[src/rtl/alu_issue_ctrl.sv]
// Issue/writeback controller driving an external ALU: latches an instruction, reads
// operands from a 16x16 register file, captures the ALU result and writes back RF/PSR.
// Optional debug read port enabled by defining DBG_RF_PORT_EN.
module alu_issue_ctrl #(
  parameter int NUM_REGS = 16,
  parameter int FLAG_W   = 5
) (
  input  logic              clk,
  input  logic              reset_n,
  input  logic              instr_valid,
  input  logic [15:0]       instr,
  output logic              instr_ready,
  output logic [15:0]       alu_a,
  output logic [15:0]       alu_b,
  output logic [7:0]        alu_opcode,
  output logic              alu_cin,
  input  logic [15:0]       alu_c,
  input  logic [FLAG_W-1:0] alu_flags,
  output logic [FLAG_W-1:0] psr_flags,
  output logic              wb_valid,
  output logic [3:0]        wb_reg,
  output logic [15:0]       wb_data,
  output logic              illegal
`ifdef DBG_RF_PORT_EN
  ,
  input  logic [3:0]        dbg_addr,
  output logic [15:0]       dbg_data
`endif
);

  typedef enum logic [1:0] {S_IDLE, S_READ, S_EXEC, S_WB} state_e;
  typedef enum logic [1:0] {B_REG, B_IMM8, B_IMM4} bsel_e;

  state_e              state_q, state_d;
  logic [15:0]         instr_q, instr_d;
  logic [15:0]         rf_q [NUM_REGS];
  logic [15:0]         rf_d [NUM_REGS];
  logic [FLAG_W-1:0]   psr_q, psr_d;
  logic [15:0]         alu_a_q, alu_a_d, alu_b_q, alu_b_d;
  logic [7:0]          alu_opcode_q, alu_opcode_d;
  logic                alu_cin_q, alu_cin_d;
  logic [15:0]         res_q, res_d;
  logic [FLAG_W-1:0]   flags_q, flags_d;
  logic                wb_valid_q, wb_valid_d;
  logic [3:0]          wb_reg_q, wb_reg_d;
  logic [15:0]         wb_data_q, wb_data_d;
  logic                illegal_q, illegal_d;

  logic [3:0] op, ext, rdest, rsrc;
  logic       is_legal, is_psr_upd, is_cmp, is_write;
  bsel_e      b_sel;

  assign op    = instr_q[15:12];
  assign rdest = instr_q[11:8];
  assign ext   = instr_q[7:4];
  assign rsrc  = instr_q[3:0];

  // NOTE: every variable written in an always_comb gets a default first, otherwise
  // a path that skips the assignment infers a latch.
  always_comb begin
    is_legal   = 1'b0;
    is_psr_upd = 1'b0;
    b_sel      = B_IMM8;
    case (op)
      4'h0: begin
        b_sel = B_REG;
        case (ext)
          4'h1, 4'h2, 4'h3, 4'hD: is_legal = 1'b1;
          4'h5, 4'h6, 4'h7, 4'h9, 4'hA, 4'hB: begin
            is_legal   = 1'b1;
            is_psr_upd = 1'b1;
          end
          default: ;
        endcase
      end
      4'h8: begin
        case (ext)
          4'h0, 4'h1, 4'h2, 4'h3: begin
            is_legal = 1'b1;
            b_sel    = B_IMM4;
          end
          4'h4, 4'h6: begin
            is_legal = 1'b1;
            b_sel    = B_REG;
          end
          default: ;
        endcase
      end
      4'h5, 4'h6, 4'h7, 4'h9, 4'hA, 4'hB: begin
        is_legal   = 1'b1;
        is_psr_upd = 1'b1;
      end
      4'h1, 4'h2, 4'h3, 4'hD, 4'hF: is_legal = 1'b1;
      default: ;
    endcase
  end

  // Compares only set flags; they never produce a register result.
  assign is_cmp   = (op == 4'hB) || ((op == 4'h0) && (ext == 4'hB));
  assign is_write = is_legal && !is_cmp;

  always_comb begin
    state_d      = state_q;
    instr_d      = instr_q;
    rf_d         = rf_q;
    psr_d        = psr_q;
    alu_a_d      = alu_a_q;
    alu_b_d      = alu_b_q;
    alu_opcode_d = alu_opcode_q;
    alu_cin_d    = alu_cin_q;
    res_d        = res_q;
    flags_d      = flags_q;
    wb_valid_d   = 1'b0;
    wb_reg_d     = wb_reg_q;
    wb_data_d    = wb_data_q;
    illegal_d    = 1'b0;

    case (state_q)
      S_IDLE: begin
        if (instr_valid) begin
          instr_d = instr;
          state_d = S_READ;
        end
      end
      S_READ: begin
        alu_a_d      = rf_q[rdest];
        alu_opcode_d = {op, ext};
        alu_cin_d    = psr_q[0];
        case (b_sel)
          B_REG:   alu_b_d = rf_q[rsrc];
          B_IMM4:  alu_b_d = {12'h000, rsrc};
          default: alu_b_d = {8'h00, instr_q[7:0]};
        endcase
        state_d = S_EXEC;
      end
      S_EXEC: begin
        res_d   = alu_c;
        flags_d = alu_flags;
        state_d = S_WB;
      end
      S_WB: begin
        if (is_legal) begin
          if (is_write) begin
            rf_d[rdest] = res_q;
            wb_valid_d  = 1'b1;
            wb_reg_d    = rdest;
            wb_data_d   = res_q;
          end
          if (is_psr_upd) psr_d = flags_q;
        end else begin
          illegal_d = 1'b1;
        end
        state_d = S_IDLE;
      end
      default: state_d = S_IDLE;
    endcase
  end

  // NOTE: sequential state uses non-blocking assignments so every flop samples
  // the pre-edge values regardless of statement order.
  always_ff @(posedge clk or negedge reset_n) begin
    if (!reset_n) begin
      state_q      <= S_IDLE;
      instr_q      <= '0;
      // NOTE: the register file is architecturally visible state with a defined
      // reset value, so it is reset here rather than left to a RAM macro.
      for (int i = 0; i < NUM_REGS; i++) rf_q[i] <= '0;
      psr_q        <= '0;
      alu_a_q      <= '0;
      alu_b_q      <= '0;
      alu_opcode_q <= '0;
      alu_cin_q    <= 1'b0;
      res_q        <= '0;
      flags_q      <= '0;
      wb_valid_q   <= 1'b0;
      wb_reg_q     <= '0;
      wb_data_q    <= '0;
      illegal_q    <= 1'b0;
    end else begin
      state_q      <= state_d;
      instr_q      <= instr_d;
      rf_q         <= rf_d;
      psr_q        <= psr_d;
      alu_a_q      <= alu_a_d;
      alu_b_q      <= alu_b_d;
      alu_opcode_q <= alu_opcode_d;
      alu_cin_q    <= alu_cin_d;
      res_q        <= res_d;
      flags_q      <= flags_d;
      wb_valid_q   <= wb_valid_d;
      wb_reg_q     <= wb_reg_d;
      wb_data_q    <= wb_data_d;
      illegal_q    <= illegal_d;
    end
  end

  assign instr_ready = (state_q == S_IDLE);
  assign alu_a       = alu_a_q;
  assign alu_b       = alu_b_q;
  assign alu_opcode  = alu_opcode_q;
  assign alu_cin     = alu_cin_q;
  assign psr_flags   = psr_q;
  assign wb_valid    = wb_valid_q;
  assign wb_reg      = wb_reg_q;
  assign wb_data     = wb_data_q;
  assign illegal     = illegal_q;

`ifdef DBG_RF_PORT_EN
  assign dbg_data = rf_q[dbg_addr];
`endif

endmodule

[config.mk]
export PLATFORM = sky130hd
export DESIGN_NAME = alu_issue_ctrl
export DESIGN_NICKNAME = d
export VERILOG_FILES = /design/src/rtl/alu_issue_ctrl.sv
export SDC_FILE = /design/constraint.sdc
export NUM_CORES = 1
export LEC_CHECK = 0
export BUFFER_PORTS_ARGS = -buffer_cell sky130_fd_sc_hd__buf_2
export CAP_MARGIN = 20
export CORE_MARGIN = 3
export CORE_UTILIZATION = 30
export CTS_BUF_LIST = sky130_fd_sc_hd__clkbuf_8
export CTS_CLUSTER_SIZE = 16
export DETAILED_ROUTE_END_ITERATION = 16
export SYNTH_ARGS = -nofsm -noshare
export SYNTH_HDL_FRONTEND = slang
export SYNTH_SLANG_ARGS = --single-unit
[constraint.sdc]
create_clock -name clk -period 2.8 [get_ports clk]
set_input_delay 0.28 -clock clk [delete_from_list [all_inputs] [get_ports clk]]
set_output_delay 0.28 -clock clk [all_outputs]
set_load 0.03 [all_outputs]
==> results.cfg, run 1 <==
[status]
run_status = finished clean

[worst_setup_path]
worst-path-buf-inv = 2
largest_driver_fanout_on_the_critical_path = 13
timing.critical_path.slowest_cell_delay_ns = 0.46
ff2ff_path_depth = 7
endpoint_kind = flop
crit_chain = a21o_1, a2111o_1, a211oi_4, buf_12, and4_1, buf_4, mux2_2
setup.worst_path.start_class = flop
critical_path_class = reg -> reg
timing.critical_path.slowest_stage_cell = a2111o_1
cp.required_ns = 3.30
critical_path_cell_count = 7
cp_top_family = compound AO/OA/AOI/OAI gates
arrival_time_of_data_at_the_critical_path_endpoint_ns = 3.20

[floorplan]
chipHeight_um = 251
start_util = 0.304
design.core.area_um2 = 59200
core.rowCount = 89
dieArea_um2 = 63000
floorplan.die.width_um = 251
ios = 109

[place]
placement.io_buffers = 108
dp.cells = 2002
dpl.hpwl_um = 32200
globalplace.congestion = 0.770

[synth]
synthCells = 1150
seq_area_frac_synth = 0.505
synth.largest_area_cell = dfrtp_1
synth_simple_gate_area_frac = 0.0241
muxShareOfSynthArea = 0.398
cells_taking_the_most_area_after_synthesis = dfrtp_1, mux2_2, mux4_2
synth-xor-area-share = 0.000486
synth_seq_cells = 363
post_synth_top_area_share = 0.505
ys_warn_count = 0
netlist-cell-type-count = 44
synth_top_family_by_area = multiplexers
synth-adder-area-share = 0.00278
synth-compound-area-share = 0.0352
syn-num-nets = 1194
total_standard_cell_area_after_synthesis_um2 = 18000
syn_avg_cell_area_um2 = 15.7

[power_and_ir_drop]
vdd_drop_max_uv = 507
post-layout-total-power_w = 0.0269
power_density_nw_per_um2 = 1240
power.static_leakage_nw = 9.76

[layout]
largest_register_ffs = 256
finalNetCount = 1385
mostFrequentLayoutCells = dfrtp_1, mux2_2, mux4_2, buf_2, clkbuf_8
fin_cells = 2160
largest_register = rf_q
drive_above_1_share = 0.571
layout_commonest_cell = dfrtp_1
syn_to_final_growth_pct = 20.2

[sta]
period_minus_slack_ns = 2.70
max_freq_mhz = 370
maxSlewHeadroom = 0.395
worst_pin_slew_ns = 0.905
maxSlewViolCount = 0
finalSetupViolations = 0
total_count_of_hold_check_failures_in_the_final_report = 0
period_share = 0.965
setup_tns_ns = 0
rsz0062_at_grt = false
worst_clock_skew_ns = 0.0276

[drt]
final_antenna_net_count = 0
vias = 11100
drt-initial-drc-count = 782
drt_wl_total_um = 49800
avgViaCountPerCell = 5.16
drt_drc = 0
number_of_iterations_in_the_first_detailed_routing_pass = 5
detail_route.wl_per_cell_um = 23.1

[grt]
grt_util_met2 = 0.262
global_route.usage.met1 = 0.211
grt_overflow_total = 0
globalRouteMet3Util = 0.0320
grt_pass1_vias = 11900
groute.usage.overall = 0.160
grt_first_pass_wirelength_um = 76100
grt_antenna_before_repair = 3
largest_net_degree_at_the_start_of_global_routing = 82
global_route.peak_usage_layer = met2

[clock_tree]
cts_buffers = 69
worst_skew_pair.late_latency_ns = 0.64
clkSinkCount = 363
worst_setup_hold_path_clk_slew_ns = 0.06
cts.root.buffer_cell = clkbuf_8
post_cts_resize_count = 0
clockBufferDepth = 3
tritoncts = built
cts-htree-levels = 3

[run]
maxCapViolations = 0

[min_path]
timing.hold.worst.class = in -> async
-- cell families after synthesis --
logic type	after synthesis
mux	500
flops	363
buf+inv	133
compound gates	91
xor+xnor	1
fa+ha+maj	4
simple gates	58
-- report_power, final --
| part | internal (W) | total, W | switching (W) |
|---|---|---|---|
| combinational | 0.00622 | 0.0113 | 0.00511 |
| clock | 0.00309 | 0.00547 | 0.00238 |
| sequential | 0.00761 | 0.0101 | 0.00252 |
-- stage by stage --
stage | setup WS, ns | util | instance area (µm²) | hold WS [ns]
6_report | 0.0969 | 0.365 | 21600 | 0.186
5_1_grt | 0.00470 | 0.365 | 21600 | 0.228
4_1_cts | 0.0599 | 0.364 | 21600 | 0.165
3_5_place_dp | 0.111 | 0.334 | 19800 | 0.277
3_3_place_gp | 0.127 | 0.334 | 19800 | 0.282
2_1_floorplan | 0.298 | - | 18000 | -0.0156
-- repair_timing --
action                                 4_1_cts  5_1_grt
setup endpoints to repair                    0        5
hold buffers                                39        0
endpoints found under the hold margin       99        0
buffers inserted                             0        1
-- final cells by class --
class                           count  area [µm²]
Sequential cell                   363        9090
Timing Repair Buffer              219        1720
Clock buffer                       80        1100
Multi-Input combinational cell    654        8300
Tap cell                          773         967
Antenna cell                        1        2.50
Fill cell                        5666       37600
Clock inverter                     36         320
Inverter                           34         128
-- worst paths after layout --
kind / end / from / slack, ns
worst max-delay path: rf_q[75] / instr_q[6] / 0.1
worst min-delay path: flags_q[0] / reset_n / 0.19
worst max register to register: rf_q[75] / instr_q[6] / 0.1
worst min register to register: wb_reg[2] / wb_reg[2] / 0.50
max in group asynchronous: rf_q[104] / reset_n / 1.67
min in group clk: instr_q[10] / instr[10] / 0.41
-- metal layers --
metal / vias up / wire length (µm)
met4: 2 / 1260
met3: 78 / 3030
met1: 5944 / 21400
met2: 334 / 24100
li1: 4790 / -
met5: - / 66
-- worst reg2reg max path, cell delays in order, from the launching register on --
cell and delay, ns:
dfrtp_1 0.45, a21o_1 0.21, a2111o_1 0.46, a211oi_4 0.37
buf_12 0.21, and4_1 0.24, buf_4 0.27, mux2_2 0.37
-- cells in the mapped netlist --
cell      number
a2111o_1       1
a211o_1        3
a211oi_1       3
a211oi_4       1
a21o_1         2
a21oi_1        8
a221oi_1       8
a22o_1         8
a22oi_1       16
a31oi_1        2
and2_1         3
and3_1         2
and4_1         5
buf_1         19
buf_2         13
buf_4          9
buf_6          8
buf_8          1
clkbuf_1      49
dfrtp_1      363
ha_1           4
inv_1         34
mux2_2       334
mux2_4        27
mux2i_1       10
mux4_2       129
nand2_1        9
nand3_1        1
nand3_2        2
nand3_4        7
nand4_2        2
nand4b_1       2
nor2_1         8
nor2b_1       11
nor3_1         3
o21ai_0       25
o221ai_1       3
o22a_1         1
o22ai_1        8
o311ai_1       1
o31ai_1        1
or3_1          2
or3b_2         1
xnor2_1        1
Power figures use the tool's default switching activity.
==> inputs of run 2 (changes only) <==
--- a/config.mk
+++ b/config.mk
@@ -5,6 +5,7 @@
 export SDC_FILE = /design/constraint.sdc
 export NUM_CORES = 1
 export LEC_CHECK = 0
+export ABC_CLOCK_PERIOD_IN_PS = 2800
 export BUFFER_PORTS_ARGS = -buffer_cell sky130_fd_sc_hd__buf_2
 export CAP_MARGIN = 20
 export CORE_MARGIN = 3
@@ -12,6 +13,8 @@
 export CTS_BUF_LIST = sky130_fd_sc_hd__clkbuf_8
 export CTS_CLUSTER_SIZE = 16
 export DETAILED_ROUTE_END_ITERATION = 16
+export GPL_ROUTABILITY_DRIVEN = 1
+export RECOVER_POWER = 50
 export SYNTH_ARGS = -nofsm -noshare
 export SYNTH_HDL_FRONTEND = slang
 export SYNTH_SLANG_ARGS = --single-unit
==> results.cfg, run 2 (synthesis results as in run 1) <==
[layout]
layout_commonest_cell = dfrtp_1
largest_register_ffs = 256
mostFrequentLayoutCells = dfrtp_1, mux2_2, mux4_2, clkbuf_8, buf_2
drive_above_1_share = 0.551
fin_cells = 2160
syn_to_final_growth_pct = 19.8
design_area_um2 = 21600
largest_register = rf_q
filler_cell_count = 5680
finalNetCount = 1385

[worst_setup_path]
critical_path_class = reg -> reg
setup.reg_to_reg.worst_slack_ns = 0.09
setup.worst_path.start_class = flop
largest_driver_fanout_on_the_critical_path = 13
reg2reg_to = rf_q[74]
critical_path.reg2reg.startpoint = instr_q[6]
ff2ff_path_depth = 7
cp-endpoint = rf_q[74]
critical_path.startpoint = instr_q[6]
endpoint_kind = flop
arrival_time_of_data_at_the_critical_path_endpoint_ns = 3.21
cp.required_ns = 3.30

[place]
globalplace.congestion = 0.770
placed_cell_area_um2 = 19800
dpl.hpwl_um = 32200
dp.cells = 2002
placement.io_buffers = 108

[run]
maxCapViolations = 1

[floorplan]
start_util = 0.304
design.core.area_um2 = 59200
ios = 109
core.rowCount = 89
floorplan.die.width_um = 251
chipHeight_um = 251
dieArea_um2 = 63000

[power_and_ir_drop]
pwr-share-seq = 0.377
switching_share_of_power = 0.372
power_frac_comb = 0.420
power_frac_clock = 0.203
post-layout-total-power_w = 0.0269
power_density_nw_per_um2 = 1250
vdd_drop_max_uv = 509
power.static_leakage_nw = 9.65
cellInternalPower_w = 0.0169
switching_power_w = 0.0100

[clock_tree]
cts.root.buffer_cell = clkbuf_8
worst_setup_hold_path_clk_slew_ns = 0.06
worst_skew_pair.late_latency_ns = 0.63
post_cts_resize_count = 0
cts-htree-levels = 3
cts_buffers = 69
tritoncts = built
clkSinkCount = 363
clockBufferDepth = 3

[sta]
maxSlewViolCount = 63
period_share = 0.967
worst_pin_slew_ns = 1.84
total_count_of_hold_check_failures_in_the_final_report = 0
fin_worst_hold_slack_ns = 0.413
setup_tns_ns = 0
worst_clock_skew_ns = 0.0256
period_minus_slack_ns = 2.71
maxSlewHeadroom = -0.230
finalSetupViolations = 0
rsz0062_at_grt = false
max_freq_mhz = 369

[status]
run_status = finished with violations
violations = max-capacitance violations, max-slew violations

[grt]
grt_antenna_before_repair = 3
groute.usage.overall = 0.160
grt_pass1_vias = 11900
grt_overflow_total = 0
grt_first_pass_wirelength_um = 76100
largest_net_degree_at_the_start_of_global_routing = 82

[drt]
drt_drc = 0
drt-initial-drc-count = 812
number_of_iterations_in_the_first_detailed_routing_pass = 5
drt_wl_total_um = 49800
final_antenna_net_count = 0
detail_route.wl_per_cell_um = 23.0
vias = 11100
avgViaCountPerCell = 5.15

[min_path]
timing.hold.worst.class = in -> reg
min_delay_path_depth = 3
## run 2: worst min-delay path by stage
stage	endpoint	from
2_1_floorplan	alu_a[0]	reset_n
3_5_place_dp	psr_flags[0]	reset_n
3_3_place_gp	flags_q[0]	reset_n
5_1_grt	instr_q[11]	instr[11]
6_report	instr_q[10]	instr[10]
4_1_cts	rf_q[129]	reset_n
## run 2: timing repair
action / in CTS / in global routing
hold endpoints to repair: 99 / 0
hold buffers: 39 / 0
buffers inserted: 0 / 1
setup endpoints to repair: 0 / 5
## run 2: cell type report
| class | instances | area, µm² | share of cell area |
|---|---|---|---|
| clock buffer | 80 | 1100 | 0.0510 |
| tap | 773 | 967 | 0.0448 |
| clock inverter | 36 | 320 | 0.0148 |
| inverter | 34 | 128 | 0.00592 |
| sequential | 363 | 9090 | 0.422 |
| antenna | 1 | 2.50 | 0.000116 |
| multi-input combinational | 654 | 8300 | 0.385 |
| timing repair buffer | 219 | 1660 | 0.0767 |
## run 2: metal layers
layer / GRT usage / routed length [µm]
met3: 0.0320 / 2790
met1: 0.211 / 21500
met4: 0.0587 / 1270
met2: 0.262 / 24200
met5: 0.00752 / 66
## run 2: power groups by stage
| stage | sequential, W | combinational [W] | clock, W |
|---|---|---|---|
| final | 0.0101 | 0.0113 | 0.00547 |
| after global routing | 0.0105 | 0.0121 | 0.00590 |
| after CTS | 0.0101 | 0.0114 | 0.00567 |
| after detailed placement | 0.0102 | 0.0113 | 0 |
| after global placement | 0.0100 | 0.0112 | 0 |
| after floorplan | 0.00962 | 0.00804 | 0 |
## run 2: worst max-delay path: stages, from the launching register on
cell and delay, ns:
dfrtp_1 0.45, a21o_1 0.21, a2111o_1 0.45, a211oi_4 0.37, buf_12 0.21, and4_1 0.22, buf_4 0.28, mux2_2 0.36
## run 2: through the flow
step / utilization / setup WS, ns
floorplan: - / 0.298
global placement: 0.334 / 0.127
detailed placement: 0.334 / 0.111
CTS: 0.364 / 0.0599
global route: 0.364 / 0.00470
finish: 0.364 / 0.0936
